File: config.mk
export PLATFORM = sky130hd
export DESIGN_NAME = alu_arbiter
export DESIGN_NICKNAME = d
export VERILOG_FILES = /design/src/rtl/alu_arbiter.sv
export SDC_FILE = /design/constraint.sdc
export NUM_CORES = 1
export LEC_CHECK = 0
export CAP_MARGIN = 10
export CORE_ASPECT_RATIO = 2
export CORE_MARGIN = 5
export CORE_UTILIZATION = 25
export CTS_CLUSTER_DIAMETER = 100
export DETAILED_ROUTE_END_ITERATION = 8
export PLACE_DENSITY = 0.6
export SETUP_SLACK_MARGIN = 0.15
export SLEW_MARGIN = 15
export SYNTH_ARGS = -nofsm -noshare
export SYNTH_HDL_FRONTEND = slang
export SYNTH_SLANG_ARGS = --single-unit
File: constraint.sdc
create_clock -name clk_i -period 2.2 [get_ports clk_i]
set_clock_uncertainty 0.05 [all_clocks]
set_input_delay 0.66 -clock clk_i [delete_from_list [all_inputs] [get_ports clk_i]]
set_output_delay 0.66 -clock clk_i [all_outputs]
set_load 0.03 [all_outputs]
File: src/rtl/alu_arbiter.sv
// Two-requester front end for a shared combinational ALU: one op in flight, IDLE/EXEC/RESP.
// Define ALU_ARB_RR_EN for round-robin on contention; otherwise requester 0 has fixed priority.
module alu_arbiter #(
    parameter int unsigned DW  = 32,
    parameter int unsigned OPW = 6
) (
    input  logic           clk_i,
    input  logic           resetn_i,
    input  logic [1:0]     req_valid_i,
    output logic [1:0]     req_ready_o,
    input  logic [OPW-1:0] req_op0_i,
    input  logic [OPW-1:0] req_op1_i,
    input  logic [DW-1:0]  req_a0_i,
    input  logic [DW-1:0]  req_b0_i,
    input  logic [DW-1:0]  req_a1_i,
    input  logic [DW-1:0]  req_b1_i,
    output logic [OPW-1:0] alu_op_o,
    output logic [DW-1:0]  alu_rv1_o,
    output logic [DW-1:0]  alu_rv2_o,
    input  logic [DW-1:0]  alu_rvout_i,
    output logic [1:0]     rsp_valid_o,
    input  logic [1:0]     rsp_ready_i,
    output logic [DW-1:0]  rsp_data_o,
    output logic           rsp_err_o,
    output logic           busy_o
);

    typedef enum logic [1:0] {StIdle, StExec, StResp} state_e;

    state_e         state_q, state_d;
    logic [OPW-1:0] op_q;
    logic [DW-1:0]  a_q, b_q, res_q;
    logic           gnt_q, err_q;
    logic           gnt_sel, prio, accept, rsp_done, op_legal;

`ifdef ALU_ARB_RR_EN
    logic ptr_q;

    assign prio = ptr_q;

    always_ff @(posedge clk_i or negedge resetn_i) begin
        if (!resetn_i) begin
            ptr_q <= 1'b0;
        end else if (rsp_done) begin
            ptr_q <= ~ptr_q;
        end
    end
`else
    assign prio = 1'b0;
`endif

    always_comb begin
        gnt_sel = 1'b0;
        if (req_valid_i == 2'b10) begin
            gnt_sel = 1'b1;
        end else if (req_valid_i == 2'b11) begin
            gnt_sel = prio;
        end
    end

    assign accept   = (state_q == StIdle) && (req_valid_i != 2'b00);
    assign rsp_done = (state_q == StResp) && rsp_ready_i[gnt_q];

    always_comb begin
        case (op_q[4:0])
            5'b01000, 5'b11000, 5'b01001, 5'b01010, 5'b01011,
            5'b01100, 5'b01101, 5'b11101, 5'b01110, 5'b01111: op_legal = 1'b1;
            default:                                          op_legal = 1'b0;
        endcase
    end

    always_comb begin
        state_d = state_q;
        unique case (state_q)
            StIdle:  if (accept) state_d = StExec;
            StExec:  state_d = StResp;
            StResp:  if (rsp_done) state_d = StIdle;
            default: state_d = StIdle;
        endcase
    end

    always_ff @(posedge clk_i or negedge resetn_i) begin
        if (!resetn_i) begin
            state_q <= StIdle;
            op_q    <= '0;
            a_q     <= '0;
            b_q     <= '0;
            gnt_q   <= 1'b0;
            res_q   <= '0;
            err_q   <= 1'b0;
        end else begin
            state_q <= state_d;
            if (accept) begin
                gnt_q <= gnt_sel;
                op_q  <= gnt_sel ? req_op1_i : req_op0_i;
                a_q   <= gnt_sel ? req_a1_i : req_a0_i;
                b_q   <= gnt_sel ? req_b1_i : req_b0_i;
            end
            if (state_q == StExec) begin
                // Illegal ops report zero rather than whatever the ALU produced.
                res_q <= op_legal ? alu_rvout_i : '0;
                err_q <= ~op_legal;
            end
        end
    end

    always_comb begin
        req_ready_o = 2'b00;
        if (accept) begin
            req_ready_o = gnt_sel ? 2'b10 : 2'b01;
        end
        rsp_valid_o = 2'b00;
        if (state_q == StResp) begin
            rsp_valid_o = gnt_q ? 2'b10 : 2'b01;
        end
    end

    assign alu_op_o   = op_q;
    assign alu_rv1_o  = a_q;
    assign alu_rv2_o  = b_q;
    assign rsp_data_o = res_q;
    assign rsp_err_o  = err_q;
    assign busy_o     = (state_q != StIdle);

endmodule

==> load_flow_metrics.sql, run 1 <==
INSERT INTO impl_metrics (metric_group, metric, value, unit) VALUES
('status', 'outcome', 'finished, final reports clean', ''),
('critical_path', 'start_kind', 'flip-flop', ''),
('sta', 'ratio_of_final_minimum_period_to_clock_period', '92.9', '%'),
('critical_path', 'startpoint', 'state_q[0]', ''),
('critical_path', 'reg2reg_setup_slack', '310', 'ps'),
('layout', 'post-route-cell-area', '7670', 'sq um'),
('critical_path', 'worst_setup_path_endpoint', 'req_ready_o[1]', ''),
('power_and_ir_drop', 'ir_drop', '0.000478', 'V'),
('clock_network', 'clk-insertion-delay-late', '340', 'ps'),
('clock_network', 'clk_pin_slew', '70', 'ps'),
('detailed_routing', 'wire_per_inst', '19.7', 'um'),
('synth', 'syn_inst_count', '328', ''),
('critical_path', 'crit_path_end_kind', 'output pin', ''),
('die', 'num_rows', '68', ''),
('layout', 'multi_input_area', '1580', 'sq um'),
('detailed_routing', 'drt_iter0_markers', '110', ''),
('critical_path', 'cp_data_arrival_time', '1330', 'ps'),
('detailed_routing', 'num_vias', '3988', ''),
('detailed_routing', 'postRouteAntennaNets', '0', ''),
('placed_design', 'gp_congestion', '0.814', ''),
('die', 'pin_count', '286', ''),
('synth', 'synthDistinctLibCells', '19', ''),
('critical_path', 'reg2reg_to', 'alu_rv1_o[22]', ''),
('critical_path', 'r2r_cells', '5', ''),
('clock_network', 'postCtsHoldBufs', '0', ''),
('clock_network', 'numClockSinks', '106', ''),
('die', 'core_area', '17200', 'sq um'),
('clock_network', 'cts-htree-levels', '3', ''),
('synth', 'synthesis.nets', '506', ''),
('placed_design', 'place_area', '7470', 'sq um'),
('layout', 'fillerInstances', '1599', ''),
('layout', 'final_layout_size_suffix_gt1_share', '7.15', '%'),
('hold_path', 'hp-class', 'input pin to asynchronous set/reset pin', ''),
('detailed_routing', 'firstDrtPassIters', '4', ''),
('sta', 'achievable-frequency', '0.489', 'GHz'),
('placed_design', 'port-buffer-count', '285', ''),
('global_route', 'via_count_of_the_first_global_routing_pass', '4374', ''),
('layout', 'area_growth_syn_to_layout', '76.7', '%'),
('sta', 'report.final.setup_viol', '0', ''),
('detailed_routing', 'via_per_inst', '4.83', ''),
('layout', 'final-instance-count-excl-fill', '825', ''),
('detailed_routing', 'detail_route.drc_violations', '0', ''),
('layout', 'regArea', '2650', 'sq um'),
('synth', 'synthesis.area', '4340', 'sq um'),
('layout', 'antennaDiodeCount', '0', ''),
('sta', 'tightest_slew', '777', 'ps'),
('sta', 'timing.max_slew.rel_slack', '48.2', '%'),
('sta', 'post-route-min-period', '2040', 'ps'),
('clock_network', 'cts_tree', 'built', ''),
('die', 'die_w', '103', 'um'),
('clock_network', 'numCtsBuffers', '9', ''),
('synth', 'synth-seq-area-share', '61.1', '%'),
('die', 'die_h', '196', 'um'),
('critical_path', 'worst_r2r_startpoint', 'state_q[0]', ''),
('detailed_routing', 'finalWirelength', '16.3', 'mm'),
('power_and_ir_drop', 'power_per_cell_area', '1340', 'nW/um^2'),
('clock_network', 'cts_root_buffer', 'sky130_fd_sc_hd__clkbuf_16', ''),
('power_and_ir_drop', 'leakage_component_of_the_power', '3.57', 'nW'),
('critical_path', 'criticalPathCategory', 'flip-flop to output pin', ''),
('global_route', 'grt_usage', '15.8', '%'),
('global_route', 'grt_remaining_overflow', '0', ''),
('global_route', 'grt_antenna_before_repair', '0', ''),
('synth', 'yosysWarningCount', '0', ''),
('sta', 'final_hold_viol_count', '0', ''),
('die', 'initial_core_util', '25.3', '%'),
('sta', 'fin_hold_ws', '333', 'ps'),
('placed_design', 'hpwl_detailed', '12.2', 'mm'),
('layout', 'most-common-layout-cells', 'sky130_fd_sc_hd__clkdlybuf4s50_1, sky130_fd_sc_hd__dfrtp_1, sky130_fd_sc_hd__dlygate4sd2_1', ''),
('die', 'dieArea', '20300', 'sq um'),
('power_and_ir_drop', 'p_total', '10.3', 'mW'),
('layout', 'final_net_count', '788', ''),
('layout', 'mostFrequentLayoutCell', 'sky130_fd_sc_hd__clkdlybuf4s50_1', ''),
('global_route', 'grt_max_degree', '107', ''),
('synth', 'syn-mean-instance-area', '13.2', 'sq um'),
('job', 'max_cap_violations', '0', ''),
('sta', 'slew_viol_final', '0', ''),
('critical_path', 'timing.critical_path.required', '1490', 'ps'),
('sta', 'final.setup.tns', '0', 'ps'),
('critical_path', 'timing.critical_path.fanout_max', '4', ''),
('global_route', 'first_pass_grt_wire_length', '24.3', 'mm'),
('placed_design', 'instance_count_after_placement_with_tap_cells_included', '807', ''),
('clock_network', 'bufs_on_longest_clock_path', '2', ''),
('sta', 'rsz_0062_raised_after_global_routing', 'true', ''),
('synth', 'yosys_register_bits', '106', '');
[synthesized netlist by cell type]
cell                        number  area (sq um)
sky130_fd_sc_hd__mux2_2          1          11.3
sky130_fd_sc_hd__inv_2           1          3.75
sky130_fd_sc_hd__xor2_1          1          8.76
sky130_fd_sc_hd__nand3b_1        1          7.51
sky130_fd_sc_hd__a21oi_1         2          10.0
sky130_fd_sc_hd__clkbuf_1       18          67.6
sky130_fd_sc_hd__o31ai_4         1          21.3
sky130_fd_sc_hd__inv_1           3          11.3
sky130_fd_sc_hd__dfrtp_1       106          2650
sky130_fd_sc_hd__nor2_1          4          15.0
sky130_fd_sc_hd__o21ai_0         1          5.00
sky130_fd_sc_hd__o21ai_1         1          5.00
sky130_fd_sc_hd__and2_1         70           438
sky130_fd_sc_hd__a22o_1         32           280
sky130_fd_sc_hd__buf_2          11          55.1
sky130_fd_sc_hd__a221o_1        70           701
sky130_fd_sc_hd__nand4bb_1       1          11.3
sky130_fd_sc_hd__nand2b_1        2          12.5
sky130_fd_sc_hd__nor3b_2         2          25.0
[power by group]
part           leakage [nW]  internal, mW  switching (mW)
logic                  2.09          2.15            3.19
registers              1.34          2.78           0.504
clock network         0.143         0.916           0.723
[what timing repair did]
item                                   in CTS  in global routing
pin swaps                                   1                  0
gates cloned                                0                  0
resized for setup                         126                  3
setup endpoints to repair                 178                  4
buffers inserted                            2                  0
endpoints found under the hold margin       0                  0
[cell families after synthesis]
logic type / count (synthesis) / synth area share, %
buffers and inverters: 33 / 3.17
and+or+nand+nor: 80 / 11.7
muxes: 1 / 0.259
xor gates and xnor gates: 1 / 0.202
AOI/OAI and AO/OA: 107 / 23.5
DFF: 106 / 61.1
[layout make-up]
cell class	instances	area share (%)
clock buffer	12	3.21
sequential	106	34.6
timing repair buffer	300	37.3
clock inverter	4	0.669
tap	210	3.42
inverter	4	0.196
multi-input combinational	189	20.6
[registers in the layout (all words and copies together), names as in the netlist]
name,flops
rsp_data_o,32
state_q,2
gnt_q,1
alu_rv2_o,32
rsp_err_o,1
alu_rv1_o,32
alu_op_o,6
[metrics by stage]
stage          util [%]  worst slack, ps
2_1_floorplan         -              201
3_3_place_gp       43.5             -241
3_5_place_dp       43.5             -287
4_1_cts            44.6              115
5_1_grt            44.6             66.8
6_report           44.6              156
[metal layers]
layer | up-vias | wire length, um | GRT usage, %
li1 | 1817 | - | -
met1 | 1948 | 5680 | 16.8
met2 | 199 | 8870 | 28.7
met3 | 24 | 1270 | 4.46
met4 | 0 | 463 | 6.20
met5 | - | 0 | 0
[worst min-delay path by stage]
stage	from	cells after the start	slack, ps	end
floorplan	resetn_i	0	310	alu_op_o[0]
global placement	rsp_data_o[12]	1	440	rsp_data_o[12]
detailed placement	rsp_data_o[19]	1	440	rsp_data_o[19]
CTS	resetn_i	2	350	alu_rv1_o[20]
global route	resetn_i	2	380	rsp_data_o[7]
finish	resetn_i	2	330	rsp_data_o[7]
[critical path: stages (launching register included)]
cell                      delay, ps
sky130_fd_sc_hd__dfrtp_2        440
sky130_fd_sc_hd__nor2_4         130
sky130_fd_sc_hd__inv_2           50
sky130_fd_sc_hd__nor3b_4        200
sky130_fd_sc_hd__buf_6          170
(Power assumes the default switching activity.)
==> run 2: changes to the inputs <==
--- a/config.mk
+++ b/config.mk
@@ -5,15 +5,17 @@
 export SDC_FILE = /design/constraint.sdc
 export NUM_CORES = 1
 export LEC_CHECK = 0
+export ABC_AREA = 1
 export CAP_MARGIN = 10
 export CORE_ASPECT_RATIO = 2
 export CORE_MARGIN = 5
 export CORE_UTILIZATION = 25
 export CTS_CLUSTER_DIAMETER = 100
 export DETAILED_ROUTE_END_ITERATION = 8
-export PLACE_DENSITY = 0.6
+export MAX_ROUTING_LAYER = met4
+export PLACE_DENSITY = 0.59
 export SETUP_SLACK_MARGIN = 0.15
-export SLEW_MARGIN = 15
+export SLEW_MARGIN = 20
 export SYNTH_ARGS = -nofsm -noshare
 export SYNTH_HDL_FRONTEND = slang
 export SYNTH_SLANG_ARGS = --single-unit
==> run 2 against run 1 <==
Effect of this change: critical path depth rose by 1; count of clock-buffer cells in the layout fell by 1; power rose by 6.4%; synthesized cell count rose by 77%; setup slack improved by 2.5 ps; largest power group unchanged; via count rose by 21%; die area rose by 8.0%.
==> load_flow_metrics.sql, run 2 <==
INSERT INTO impl_metrics (metric_group, metric, value, unit) VALUES
('synth', 'synth_edf_count', '0', ''),
('sta', 'rsz_0062_raised_after_global_routing', 'true', ''),
('power_and_ir_drop', 'leakage_component_of_the_power', '4.00', 'nW'),
('job', 'max_cap_violations', '0', ''),
('detailed_routing', 'drt_iter0_markers', '181', ''),
('synth', 'post_synth_most_frequent_cells', 'sky130_fd_sc_hd__nand2_1, sky130_fd_sc_hd__dfrtp_1, sky130_fd_sc_hd__nand3_1', ''),
('global_route', 'grt_max_degree', '60', ''),
('clock_network', 'cts_root_buffer', 'sky130_fd_sc_hd__clkbuf_16', ''),
('clock_network', 'numCtsBuffers', '9', ''),
('critical_path', 'cp_data_arrival_time', '1330', 'ps'),
('sta', 'fin_hold_ws', '118', 'ps'),
('sta', 'timing.max_slew.rel_slack', '60.6', '%'),
('sta', 'ratio_of_final_minimum_period_to_clock_period', '92.8', '%'),
('layout', 'area_growth_syn_to_layout', '72.5', '%'),
('global_route', 'first_pass_grt_wire_length', '27.4', 'mm'),
('synth', 'yosys.cell_count.top_type', 'sky130_fd_sc_hd__nand2_1', ''),
('clock_network', 'cts_tree', 'built', ''),
('detailed_routing', 'postRouteAntennaNets', '0', ''),
('synth', 'yosysWarningCount', '0', ''),
('global_route', 'via_count_of_the_first_global_routing_pass', '4890', ''),
('sta', 'final_hold_viol_count', '0', ''),
('critical_path', 'criticalPathCategory', 'input pin to output pin', ''),
('critical_path', 'timing.critical_path.fanout_max', '2', ''),
('critical_path', 'worstPathBufferInverterCount', '3', ''),
('sta', 'report.final.setup_viol', '0', ''),
('critical_path', 'crit_path_cell_chain', 'dlygate4sd2_1 > inv_2 > nand2_2 > nor2_4 > buf_6', ''),
('critical_path', 'worst_r2r_startpoint', 'state_q[1]', ''),
('clock_network', 'cts-htree-levels', '3', ''),
('sta', 'final.setup.tns', '0', 'ps'),
('layout', 'post-route-cell-area', '8140', 'sq um'),
('sta', 'tightest_slew', '591', 'ps'),
('synth', 'syn-mean-instance-area', '8.15', 'sq um'),
('synth', 'postSynth.asyncResetShare', '100', '%'),
('critical_path', 'startpoint', 'req_valid_i[0]', ''),
('status', 'outcome', 'finished, final reports clean', ''),
('synth', 'syn_inst_count', '579', ''),
('critical_path', 'reg2reg_setup_slack', '450', 'ps'),
('die', 'initial_core_util', '25.2', '%'),
('critical_path', 'crit_path_end_kind', 'output pin', ''),
('critical_path', 'start_kind', 'input pin', ''),
('hold_path', 'hp-class', 'input pin to asynchronous set/reset pin', ''),
('detailed_routing', 'num_vias', '4835', ''),
('die', 'num_rows', '71', ''),
('clock_network', 'clk_pin_slew', '80', 'ps'),
('synth', 'synthesis.nets', '757', ''),
('detailed_routing', 'detail_route.drc_violations', '0', ''),
('critical_path', 'worst_path_dominant_cell_family', 'buffers and inverters', ''),
('critical_path', 'cpPeakStageDelay', '250', 'ps'),
('layout', 'final_layout_size_suffix_gt1_share', '6.24', '%'),
('critical_path', 'crit_path_top_delay_cell', 'sky130_fd_sc_hd__dlygate4sd2_1', ''),
('synth', 'synthDistinctLibCells', '18', ''),
('layout', 'final_net_count', '1038', ''),
('power_and_ir_drop', 'power_per_cell_area', '1340', 'nW/um^2'),
('synth', 'synthesis.area', '4720', 'sq um'),
('placed_design', 'port-buffer-count', '285', ''),
('die', 'die_w', '107', 'um'),
('synth', 'synth-seq-area-share', '56.2', '%'),
('global_route', 'grt_antenna_before_repair', '0', ''),
('die', 'dieArea', '21900', 'sq um'),
('synth', 'library_cell_occupying_the_most_area_in_the_post_synthesis_netlist', 'sky130_fd_sc_hd__dfrtp_1', ''),
('layout', 'antennaDiodeCount', '0', ''),
('clock_network', 'numClockSinks', '106', ''),
('sta', 'achievable-frequency', '0.490', 'GHz'),
('detailed_routing', 'wire_per_inst', '16.2', 'um'),
('detailed_routing', 'firstDrtPassIters', '4', ''),
('placed_design', 'gp_congestion', '0.868', ''),
('layout', 'mostFrequentLayoutCell', 'sky130_fd_sc_hd__nand2_1', ''),
('synth', 'yosys_register_bits', '106', ''),
('synth', 'ys.flop_type', 'sky130_fd_sc_hd__dfrtp_1', ''),
('power_and_ir_drop', 'ir_drop', '0.000590', 'V'),
('synth', 'post_synth_main_area_contributors', 'sky130_fd_sc_hd__dfrtp_1, sky130_fd_sc_hd__nand2_1, sky130_fd_sc_hd__nand3_1, sky130_fd_sc_hd__nand3b_1, sky130_fd_sc_hd__buf_4', ''),
('placed_design', 'hpwl_detailed', '13.3', 'mm'),
('die', 'pin_count', '286', ''),
('clock_network', 'bufs_on_longest_clock_path', '2', ''),
('placed_design', 'place_area', '7880', 'sq um'),
('detailed_routing', 'via_per_inst', '4.32', ''),
('global_route', 'grt_remaining_overflow', '0', ''),
('sta', 'slew_viol_final', '0', ''),
('synth', 'share_of_the_synthesized_area_in_the_top_cell_type', '56.2', '%'),
('die', 'core_area', '18700', 'sq um'),
('global_route', 'grt_usage', '17.0', '%'),
('detailed_routing', 'finalWirelength', '18.2', 'mm'),
('clock_network', 'clk-insertion-delay-late', '350', 'ps'),
('layout', 'most-common-layout-cells', 'sky130_fd_sc_hd__nand2_1, sky130_fd_sc_hd__clkdlybuf4s50_1, sky130_fd_sc_hd__dfrtp_1', ''),
('sta', 'post-route-min-period', '2040', 'ps'),
('die', 'die_h', '204', 'um'),
('critical_path', 'timing.critical_path.required', '1490', 'ps');
-- run 2: cell count changes after synthesis, sizes merged, moves of 5 or more --
cell	delta
a221o	-70
a22o	-32
and2	-70
buf	+14
clkbuf	-9
inv	+5
nand2	+318
nand3	+71
nand3b	+31
-- run 2: what timing repair did --
action,in CTS,in global routing
setup buffers,3,1
pin swaps,3,4
hold buffers,0,0
gates resized for setup,117,1
setup endpoints to repair,107,5
-- run 2: layout make-up --
class	count	area, sq um
clock buffer	11	253
clock inverter	5	62.6
fill	1907	10600
inverter	9	33.8
multi-input combinational	430	1890
sequential	106	2650
tap	255	319
timing repair buffer	304	2930
-- run 2: metrics by stage --
step / power (mW) / utilization, % / cells / setup WS, ps
2_1_floorplan: 6.91 / - / 579 / 228
3_3_place_gp: 9.81 / 42.0 / 1100 / -78.7
3_5_place_dp: 9.84 / 42.0 / 1100 / -87.0
4_1_cts: 11.1 / 43.3 / 1119 / 140
5_1_grt: 11.7 / 43.4 / 1120 / 122
6_report: 10.9 / 43.4 / 1120 / 158
-- run 2: path summary, 6_finish.rpt --
path,end,cells after the start
min in group clk_i,rsp_data_o[10],2
max in group asynchronous,alu_rv2_o[1],2
max reg2reg,alu_rv2_o[4],9
min reg2reg,rsp_data_o[10],2
min,alu_rv1_o[12],1
max,req_ready_o[1],5
-- run 2: kinds of logic (layout without fill, tap and decap cells) --
kind of cell	count (synthesis)	in the layout	synth area share, %
buffers and inverters	43	329	4.48
DFF	106	106	56.2
and+or+nand+nor	427	427	38.9
AOI/OAI and AO/OA	3	3	0.424
-- run 2: metal layers --
layer | part of all wire (%) | track usage [%]
met3 | 4.5 | 2.81
met5 | 0 | -
met1 | 38 | 18.8
met4 | 3.1 | 7.77
met2 | 54 | 29.6
-- run 2: worst register-to-register path, stage by stage, from the launching register on --
cell	delay [ps]
sky130_fd_sc_hd__dfrtp_1	420
sky130_fd_sc_hd__nor2_4	140
sky130_fd_sc_hd__inv_2	50
sky130_fd_sc_hd__buf_6	120
sky130_fd_sc_hd__nor2_4	90
sky130_fd_sc_hd__buf_4	110
sky130_fd_sc_hd__buf_4	190
sky130_fd_sc_hd__buf_12	270
sky130_fd_sc_hd__nand2_1	180
sky130_fd_sc_hd__nand3_1	100
-- run 2: report_power, final --
group,switching [mW],internal (mW)
clock,0.781,0.951
combinational,3.90,2.01
sequential,0.473,2.82
==> run 3: changes to the inputs <==
--- a/config.mk
+++ b/config.mk
@@ -14,6 +14,7 @@
 export DETAILED_ROUTE_END_ITERATION = 8
 export MAX_ROUTING_LAYER = met4
 export PLACE_DENSITY = 0.59
+export REMOVE_ABC_BUFFERS = 1
 export SETUP_SLACK_MARGIN = 0.15
 export SLEW_MARGIN = 20
 export SYNTH_ARGS = -nofsm -noshare
==> run 3 against run 2 <==
Effect of this change: first-iteration DRC count down 10%; count of clock-buffer cells in the layout is 1 higher; via count increased by 0.74%; final area increased by 0.17%; global-route usage about the same; register-to-register slack better by 90 ps.
==> load_flow_metrics.sql, run 3 (synthesis gave the netlist of run 2 again) <==
INSERT INTO impl_metrics (metric_group, metric, value, unit) VALUES
('status', 'outcome', 'finished, final reports clean', ''),
('layout', 'finish.utilization', '43.5', '%'),
('sta', 'ratio_of_final_minimum_period_to_clock_period', '93.3', '%'),
('power_and_ir_drop', 'leakage_component_of_the_power', '4.03', 'nW'),
('sta', 'achievable-frequency', '0.487', 'GHz'),
('critical_path', 'timing.critical_path.fanout_max', '3', ''),
('detailed_routing', 'postRouteAntennaNets', '0', ''),
('critical_path', 'start_kind', 'flip-flop', ''),
('clock_network', 'cts_tree', 'built', ''),
('layout', 'mostFrequentLayoutCell', 'sky130_fd_sc_hd__nand2_1', ''),
('hold_path', 'hp-class', 'input pin to asynchronous set/reset pin', ''),
('power_and_ir_drop', 'ir_drop', '0.000609', 'V'),
('placed_design', 'pre_cts_ws', '-84.1', 'ps'),
('clock_network', 'cts-htree-levels', '3', ''),
('layout', 'most-common-layout-cells', 'sky130_fd_sc_hd__nand2_1, sky130_fd_sc_hd__clkdlybuf4s50_1, sky130_fd_sc_hd__dfrtp_1', ''),
('clock_network', 'bufs_on_longest_clock_path', '2', ''),
('global_route', 'grt_remaining_overflow', '0', ''),
('critical_path', 'criticalPathCategory', 'flip-flop to output pin', ''),
('die', 'die_h', '204', 'um'),
('clock_network', 'numCtsBuffers', '9', ''),
('layout', 'area_growth_syn_to_layout', '72.8', '%'),
('sta', 'timing.max_slew.rel_slack', '60.0', '%'),
('die', 'num_rows', '71', ''),
('sta', 'rsz_0062_raised_after_global_routing', 'true', ''),
('sta', 'final.setup.tns', '0', 'ps'),
('critical_path', 'reg2reg_setup_slack', '540', 'ps'),
('sta', 'slew_viol_final', '0', ''),
('sta', 'report.final.setup_viol', '0', ''),
('sta', 'tightest_slew', '600', 'ps'),
('layout', 'post-route-cell-area', '8150', 'sq um'),
('power_and_ir_drop', 'power_per_cell_area', '1340', 'nW/um^2'),
('detailed_routing', 'wire_per_inst', '16.4', 'um'),
('die', 'pin_count', '286', ''),
('detailed_routing', 'via_per_inst', '4.33', ''),
('placed_design', 'port-buffer-count', '285', ''),
('global_route', 'grt_antenna_before_repair', '1', ''),
('job', 'max_cap_violations', '0', ''),
('clock_network', 'clk_pin_slew', '70', 'ps'),
('sta', 'final_hold_viol_count', '0', ''),
('die', 'core_area', '18700', 'sq um'),
('sta', 'post-route-min-period', '2050', 'ps'),
('detailed_routing', 'finalWirelength', '18.5', 'mm'),
('sta', 'worst_slack', '147', 'ps'),
('global_route', 'via_count_of_the_first_global_routing_pass', '5144', ''),
('detailed_routing', 'drt_iter0_markers', '162', ''),
('critical_path', 'cp_data_arrival_time', '1340', 'ps'),
('clock_network', 'cts_root_buffer', 'sky130_fd_sc_hd__clkbuf_16', ''),
('global_route', 'first_pass_grt_wire_length', '27.8', 'mm'),
('placed_design', 'gp_congestion', '0.804', ''),
('die', 'die_w', '107', 'um'),
('global_route', 'grt_usage', '17.0', '%'),
('detailed_routing', 'firstDrtPassIters', '4', ''),
('die', 'initial_core_util', '25.2', '%'),
('clock_network', 'clk-insertion-delay-late', '340', 'ps'),
('layout', 'final_layout_size_suffix_gt1_share', '6.55', '%'),
('critical_path', 'timing.critical_path.required', '1490', 'ps'),
('detailed_routing', 'detail_route.drc_violations', '0', ''),
('die', 'dieArea', '21900', 'sq um'),
('placed_design', 'hpwl_detailed', '13.9', 'mm'),
('placed_design', 'place_area', '7980', 'sq um'),
('global_route', 'grt_max_degree', '64', ''),
('critical_path', 'crit_path_end_kind', 'output pin', ''),
('detailed_routing', 'num_vias', '4871', ''),
('layout', 'final_net_count', '1044', ''),
('clock_network', 'numClockSinks', '106', '');
==> run 3: cell count changes in the layout (fill, tap and decap cells not counted), sizes merged <==
cell,before,now
clkinvlp,2,0
clkbuf,11,13
bufinv,1,0
clkinv,2,3
buf,25,31
diode,0,1
dlygate4sd2,105,104
==> run 3: final cells by class <==
type                       instances  area (sq um)
clock inverter                     3          15.0
clock buffer                      12           256
multi-input combinational        430          1870
antenna                            1          2.50
inverter                           9          33.8
sequential                       106          2650
timing repair buffer             310          3010
fill                            1882         10600
tap                              255           319
==> run 3: through the flow <==
step                hold WS, ps  total power [mW]  instances
global route                267              11.6       1126
detailed placement          415              10.1       1108
floorplan                   314              6.74        545
finish                      252              10.9       1126
global placement            410              10.0       1108
CTS                         251              11.1       1125
==> run 3: path summary, 6_finish.rpt <==
| path | start | cells after the start | end |
|---|---|---|---|
| setup / recovery | state_q[0] | 5 | req_ready_o[0] |
| hold / removal | resetn_i | 2 | alu_rv2_o[13] |
| setup reg to reg | state_q[0] | 8 | alu_rv2_o[3] |
| hold reg to reg | rsp_data_o[28] | 2 | rsp_data_o[28] |
| max in group asynchronous | resetn_i | 2 | alu_rv1_o[11] |
| min in group clk_i | rsp_data_o[28] | 2 | rsp_data_o[28] |
==> run 3: power breakdown <==
| group | total [mW] | internal, mW | leakage [nW] | switching [mW] |
|---|---|---|---|---|
| clock network | 1.53 | 0.820 | 0.138 | 0.713 |
| logic | 6.06 | 2.13 | 2.55 | 3.93 |
| registers | 3.30 | 2.82 | 1.34 | 0.473 |
| total | 10.9 | 5.77 | 4.03 | 5.12 |
==> run 3: critical path, cell delays in order (launching register included) <==
cell                      delay, ps
sky130_fd_sc_hd__dfrtp_1        400
sky130_fd_sc_hd__nor2_2         160
sky130_fd_sc_hd__inv_2           60
sky130_fd_sc_hd__buf_6          130
sky130_fd_sc_hd__nor2_4         110
sky130_fd_sc_hd__buf_6          140
==> run 3: layer usage <==
| metal | track usage (%) | wire (um) |
|---|---|---|
| met4 | 7.00 | 546 |
| met1 | 18.2 | 7060 |
| met2 | 30.5 | 10000 |
| met5 | - | 0 |
| met3 | 3.13 | 841 |
==> run 3: timing repair <==
item	in CTS	in global routing
endpoints found under the setup margin	107	5
pin swaps	2	1
hold buffers	0	0
gates resized for setup	111	2
setup buffers	2	0
